### src/rtl/pipe_stall_feeder.sv
// Buffers one frame of up to DEPTH words, then bursts it into a stall-frozen
// pipeline chain with the last word marked stall/done, holding until ack.
module pipe_stall_feeder #(
    parameter int DATA_WIDTH = 8,
    parameter int DEPTH      = 4
) (
    input  logic                  clk,
    input  logic                  rst,
    input  logic                  s_valid,
    output logic                  s_ready,
    input  logic [DATA_WIDTH-1:0] s_data,
    input  logic                  s_last,
    input  logic                  ack,
    output logic [DATA_WIDTH-1:0] pipe_data,
    output logic                  pipe_stall,
    output logic                  pipe_done,
    output logic                  busy
);

    localparam int CW = $clog2(DEPTH + 1);
    localparam int AW = (DEPTH > 1) ? $clog2(DEPTH) : 1;

    typedef enum logic [1:0] {
        IDLE,
        SEND,
        HOLD
    } state_t;

    state_t                state_q, state_d;
    logic [CW-1:0]         cnt_q, cnt_d;
    logic [CW-1:0]         rd_ptr_q, rd_ptr_d;
    logic [DATA_WIDTH-1:0] pipe_data_q, pipe_data_d;
    logic                  marker_q, marker_d;
    logic [DATA_WIDTH-1:0] mem_q [DEPTH];

    logic in_xfer;
    logic frame_end;
    logic last_rd;

    assign in_xfer   = s_valid & s_ready;
    // A frame closes on s_last or when the buffer's final entry is written.
    assign frame_end = s_last | (cnt_q == CW'(DEPTH - 1));
    assign last_rd   = (rd_ptr_q + CW'(1)) == cnt_q;

    // NOTE: sequential state uses non-blocking (<=) so every flop samples
    // pre-edge values; blocking here would create order-dependent races.
    always_ff @(posedge clk or negedge rst) begin
        if (!rst) begin
            state_q     <= IDLE;
            cnt_q       <= '0;
            rd_ptr_q    <= '0;
            pipe_data_q <= '0;
            marker_q    <= 1'b0;
        end else begin
            state_q     <= state_d;
            cnt_q       <= cnt_d;
            rd_ptr_q    <= rd_ptr_d;
            pipe_data_q <= pipe_data_d;
            marker_q    <= marker_d;
        end
    end

    // NOTE: the frame buffer has no reset; cnt_q decides which entries are
    // valid, so clearing the storage would only add reset fan-out.
    always_ff @(posedge clk) begin
        if (in_xfer) begin
            mem_q[cnt_q[AW-1:0]] <= s_data;
        end
    end

    // NOTE: every always_comb output gets a default first so no path can
    // leave it unassigned and infer a latch.
    always_comb begin
        state_d = state_q;
        unique case (state_q)
            IDLE:    if (in_xfer && frame_end) state_d = SEND;
            SEND:    if (last_rd)              state_d = HOLD;
            HOLD:    if (ack)                  state_d = IDLE;
            default:                           state_d = IDLE;
        endcase
    end

    always_comb begin
        cnt_d       = cnt_q;
        rd_ptr_d    = rd_ptr_q;
        pipe_data_d = pipe_data_q;
        marker_d    = marker_q;
        unique case (state_q)
            IDLE: begin
                if (in_xfer) cnt_d = cnt_q + CW'(1);
            end
            SEND: begin
                pipe_data_d = mem_q[rd_ptr_q[AW-1:0]];
                marker_d    = last_rd;
                rd_ptr_d    = rd_ptr_q + CW'(1);
            end
            HOLD: begin
                // pipe_data keeps the frozen word across the release.
                if (ack) begin
                    marker_d = 1'b0;
                    cnt_d    = '0;
                    rd_ptr_d = '0;
                end
            end
            default: begin
                cnt_d    = '0;
                rd_ptr_d = '0;
            end
        endcase
    end

    always_comb begin
        s_ready    = (state_q == IDLE);
        busy       = (state_q != IDLE);
        pipe_data  = pipe_data_q;
        pipe_stall = marker_q;
        pipe_done  = marker_q;
    end

endmodule
### config.mk
export PLATFORM = sky130hd
export DESIGN_NAME = pipe_stall_feeder
export DESIGN_NICKNAME = d
export VERILOG_FILES = /design/src/rtl/pipe_stall_feeder.sv
export SDC_FILE = /design/constraint.sdc
export NUM_CORES = 1
export LEC_CHECK = 0
export ABC_AREA = 1
export BUFFER_PORTS_ARGS = -buffer_cell sky130_fd_sc_hd__buf_2
export CAP_MARGIN = 0
export CORE_MARGIN = 1
export CORE_UTILIZATION = 61
export CTS_CLUSTER_SIZE = 10
export DETAILED_ROUTE_END_ITERATION = 16
export GPL_TIMING_DRIVEN = 0
export MAX_ROUTING_LAYER = met4
export PLACE_DENSITY = 0.94
export SYNTH_ARGS = -nofsm -noshare
export SYNTH_HDL_FRONTEND = slang
export SYNTH_SLANG_ARGS = --single-unit
### constraint.sdc
create_clock -name clk -period 2.2 [get_ports clk]
set_input_delay 0.22 -clock clk [delete_from_list [all_inputs] [get_ports clk]]
set_output_delay 0.22 -clock clk [all_outputs]
set_load 0.02 [all_outputs]
### Word-level counts from Yosys, hierarchy flattened

Memory sizes are Yosys's and may differ from the RTL's. A register that Yosys moved wholly into a read port is not among the register bits.
Index checks and enable logic that the tools add are counted.

| storage, ports and cells | value |
|---|---|
| memories | 1 |
| flip-flop bits (word level) | 9 |
| input bits | 13 |
| memory bits (writable) | 32 |

Memory list:

| name | words | bits a word | rd ports | clocked after Yosys merged registers in | write ports | RTL line | source |
|---|---|---|---|---|---|---|---|
| mem_q | 4 | 8 | 1 | 1 | 1 | 34 | `logic [DATA_WIDTH-1:0] mem_q [DEPTH];` |

| operators by class | value |
|---|---|
| add/sub/neg operators | 2 |
| reductions and logical operators | 9 |
| eq/ne operators | 8 |
| muxes and demuxes | 12 |
| bitwise logic cells | 4 |

Operators by type and width:

| kind | count |
|---|---|
| $pmux W3 S3 | 2 |
| $add A3 B1 Y3 const B | 2 |
| $mux W2 | 3 |
| $mux W3 | 2 |
| $pmux W2 S3 | 1 |
| $reduce_and A3 Y1 | 2 |
| $ne A2 B1 Y1 const B | 2 |
| $ne A2 B2 Y1 const B | 2 |
| $reduce_and A2 Y1 | 2 |
| $reduce_bool A2 Y1 | 2 |
| $eq A3 B2 Y1 const B | 1 |
| $eq A3 B3 Y1 | 1 |
| $mux W1 | 3 |
| $eq A2 B1 Y1 const B | 1 |
| $eq A2 B2 Y1 const B | 1 |
| $logic_not A2 Y1 | 1 |
| $not A1 Y1 | 2 |
| $pmux W1 S2 | 1 |
| $and A1 B1 Y1 | 1 |
| $logic_and A1 B1 Y1 | 1 |
| $logic_not A1 Y1 | 1 |
| $or A1 B1 Y1 | 1 |

### Longest topological paths before layout

| depth | value |
|---|---|
| depth in word-level cells | 5 |
| mapped depth | 8 |
| mapped depth without buffers | 8 |

### Least setup slack after synthesis

OpenSTA, ideal clock, no wires.

| timing path | value |
|---|---|
| path kind | register to register |
| start | register state_q[1] |
| end | memory mem_q[0][0], enable pin |
| clock period less this slack | 1572 ps |
| data arrival time | 1201 ps |
| setup time | 371 ps |
| slack | 628 ps |
| stages on the path, launching flop included | 4 |
| cell sequence | dfrtp_1 -> nor2_4 -> nand2_4 -> nor2_1 |

| between the ends | value |
|---|---|
| cells in the longest elaborated chain, start to end | 4 |

RTL lines:

| what | RTL line | source |
|---|---|---|
| start, declared | 29 | `state_t state_q, state_d;` |
| start signal, assigned | 55 | `state_q <= state_d;` |
| $logic_not A2 Y1 | 113 | `s_ready = (state_q == IDLE);` |
| net s_ready | 10 | `output logic s_ready,` |
| $and A1 B1 Y1 | 40 | `assign in_xfer = s_valid & s_ready;` |
| $mux W1 | 66 | `if (in_xfer) begin` |
| $mux W1 (not written as such) | 67 | `mem_q[cnt_q[AW-1:0]] <= s_data;` |
| end, declared | 34 |  |

The timed path passes the listed nets, and every way through them passes these cells.

### Final worst setup path

| timing path | value |
|---|---|
| start | register state_q[1] |
| end | memory mem_q[2][5], enable pin |

| between the ends | value |
|---|---|
| cells in the longest elaborated chain, start to end | 4 |

RTL lines:

| what | RTL line |
|---|---|
| $logic_not A2 Y1 | 113 |
| $and A1 B1 Y1 | 40 |
| $mux W1 | 66 |
| $mux W1 (not written as such) | 67 |

No other way between the ends.

==> impl_results.md <==
* Clock Latency Late Sink at ~0.38 ns
* Clk slew on worst S/H paths at approximately 0.15 ns
* Synth Cell Area at ~2100 sq um
* Post-CTS setup buffers at 0
* Layout cells sized above 1 at a little over a fifth
* Via Count at roughly 1.4k
* Initial DRT Pass Iterations at 4
* Gate Count Post-Synth at about 190
* Clk root buf: clkbuf_4
* HP Start: s_data[1]
* Die Footprint at 3690 sq um
* Antenna Cells at 0
* LEAKAGE at about 1.0 nW
* TritonCTS Buffers at 5
* Multi-input logic area at 592 sq um
* Final hold violation count at 0
* Num rows at 20
* Commonest non-fill, non-tap cell in the layout: nand2_1
* CP endpoint kind: flop
* Die height at roughly 60 um
* First-pass GRT wire length at approximately 6100 um
* FF-to-FF Start: state_q[1]
* Bufs on Longest Clock Path at 2
* Clk network pwr share at approximately 16%
* Hold Crit Class: input pin to flop
* GRT Total Usage at between 20% and 30%
* Tmin final at about 1.8 ns
* CP Launch Type: flop
* Fill cells at between 200 and 250
* Vias in the first global route at 1,427
* Number of I/O pins at 25
* Post-CTS Hold Fix Bufs at 1
* Core Box Area at 3150 sq um
* Final setup viols at 0
* Power per Cell Area at about 1400 nW/um^2
* Outcome: finished clean
* Max Cap Violations at 0
* Grt met3 use at 6.82%
* Comb pwr share at a little over two fifths
* Routed wire length at approximately 3800 um
* Starting DRT DRC Count at 119
* Routability cong. at approximately 0.75
* Critical path arrival at 1.81 ns
* Int Power at around 2.0 mW
* CTS tree: built
* Most frequent cells in the layout: nand2_1, edfxtp_1, buf_2
* DRC Markers at 0
* Max H-tree Level at 2
* Max-slew headroom at 47.6%
* Initial Utilization at approximately two thirds
* CP Class: flop to flop
* Slew Viols, Final at 0
* Sequential area share after synthesis at about two thirds
* Dpl ws at slightly below 0.4 ns
* #FFs+latches synth at 49
* CP peak stage delay at between 0.6 and 0.7 ns
* IR Drop Worst-Case VDD at between 0.6 and 0.7 mV
* Yosys cell types at 20
* Antenna Nets Post-Route at 0
* Post-DP HPWL at 2580 um
* Quantity of gates resized following cts at 0
* CP startpoint: state_q[1]
* Final worst-path cycle share at around four fifths
* Setup WS post-layout at roughly 0.40 ns
* Maximum number of pins on one net before global-route repair at 18
* CP required at between 2 and 2.5 ns
* Crit path cell chain: nor2_4 > nand2_4 > nor2_1
* Unrepaired setup endpoints after global routing: false
* Area growth, synth to finish at 12.7%
* Die Wd at roughly 61 um
* Wire per inst at approximately 14 um
* Sw Share at slightly above 40%
* Initial antenna violation count at 0
* Gr busiest metal: met2
* Reg area at ~1400 sq um
* IO Port Bufs at 24
* P_sw at 1.32 mW
* Vias/cell at 5.42
* CP Max Fanout at 8
* NumNets Final at 238
* Met1 Usage GRT at 29.3%
* Clock Sinks at 49
* Syn avg cell area at 11.2 sq um
* FMAX at 555 MHz
* Worst-Margin Slew at between 0.7 and 0.8 ns
* Grt total ovfl at 0
* Met2 Resource Use GR at 38.9%
* Yosys warning total at 0
* Clock skew at approximately 0.017 ns
* Post-Syn Nets at about 210
* Sequential Power Share at 41.7%
* Setup TNS Final at 0 ns
* Worst path slowest cell: nor2_1
[stage by stage]
| stage | hold slack (ns) | util (%) | cells | cell area [sq um] | power (mW) |
|---|---|---|---|---|---|
| floorplan | -0.0756 | - | 187 | 2100 | 2.37 |
| global placement | 0.152 | 72.3 | 255 | 2280 | 2.69 |
| detailed placement | 0.157 | 72.3 | 255 | 2280 | 2.75 |
| CTS | 0.0544 | 75.2 | 264 | 2370 | 3.27 |
| global route | 0.0283 | 75.2 | 264 | 2370 | 3.52 |
| finish | 0.0457 | 75.2 | 264 | 2370 | 3.28 |
[worst max-delay path: cells and delay by family (launching register included)]
family        cells  cell delay, ns
flops             1            0.50
simple gates      3            0.93
[cells in the mapped netlist, drive strengths merged]
library cell / count / area, sq um
nand2: 42 / 173
edfxtp: 32 / 961
nor2: 25 / 111
o21ai: 24 / 120
dfrtp: 17 / 425
inv: 16 / 65.1
nand3: 8 / 40.0
o22ai: 8 / 50.1
buf: 6 / 60.1
ha: 6 / 75.1
a21oi: 2 / 13.8
xnor2: 1 / 8.76
[power by group through the flow]
stage | logic [mW] | clock network [mW] | registers [mW]
final | 1.38 | 0.531 | 1.37
after global routing | 1.55 | 0.569 | 1.39
after CTS | 1.38 | 0.527 | 1.36
after detailed placement | 1.37 | 0 | 1.39
after global placement | 1.32 | 0 | 1.37
after floorplan | 0.920 | 0 | 1.45
[path summary, 6_finish.rpt]
check / endpoint / slack (ns) / cells past startpoint
worst max-delay path: mem_q[2][5] / 0.40 / 3
max in group asynchronous: cnt_q[1] / 1.64 / 2
min in group asynchronous: pipe_data[0] / 0.27 / 2
worst min register to register: pipe_data[6] / 0.50 / 2
worst max register to register: mem_q[2][5] / 0.40 / 3
worst min-delay path: mem_q[1][1] / 0.05 / 1
[cells by family after synthesis]
family	synth area share [%]
flops	65.9
buf+inv	5.95
fa+ha+maj	3.57
compound gates	8.74
simple gates	15.4
xor+xnor	0.416
[metal layers]
layer  share of wire (%)  vias up  wire [um]
li1                    -      693          -
met1                  42      678       1610
met2                  50       56       1920
met3                 6.0        5        229
met4                 1.3        0         49
met5                   0        -          0
[layout make-up]
type | count | share of cell area, %
Multi-Input combinational cell | 116 | 25.0
Clock buffer | 5 | 1.58
Sequential cell | 49 | 58.5
Tap cell | 44 | 2.32
Timing Repair Buffer | 25 | 5.49
Inverter | 16 | 2.75
Buffer | 6 | 2.53
Clock inverter | 3 | 1.85
[sequential cells by signal, indices dropped and copies added, names as in the netlist]
register / count
pipe_data: 8
state_q: 2
rd_ptr_q: 3
mem_q: 32
cnt_q: 3
pipe_done: 1
(Power assumes the default switching activity.)
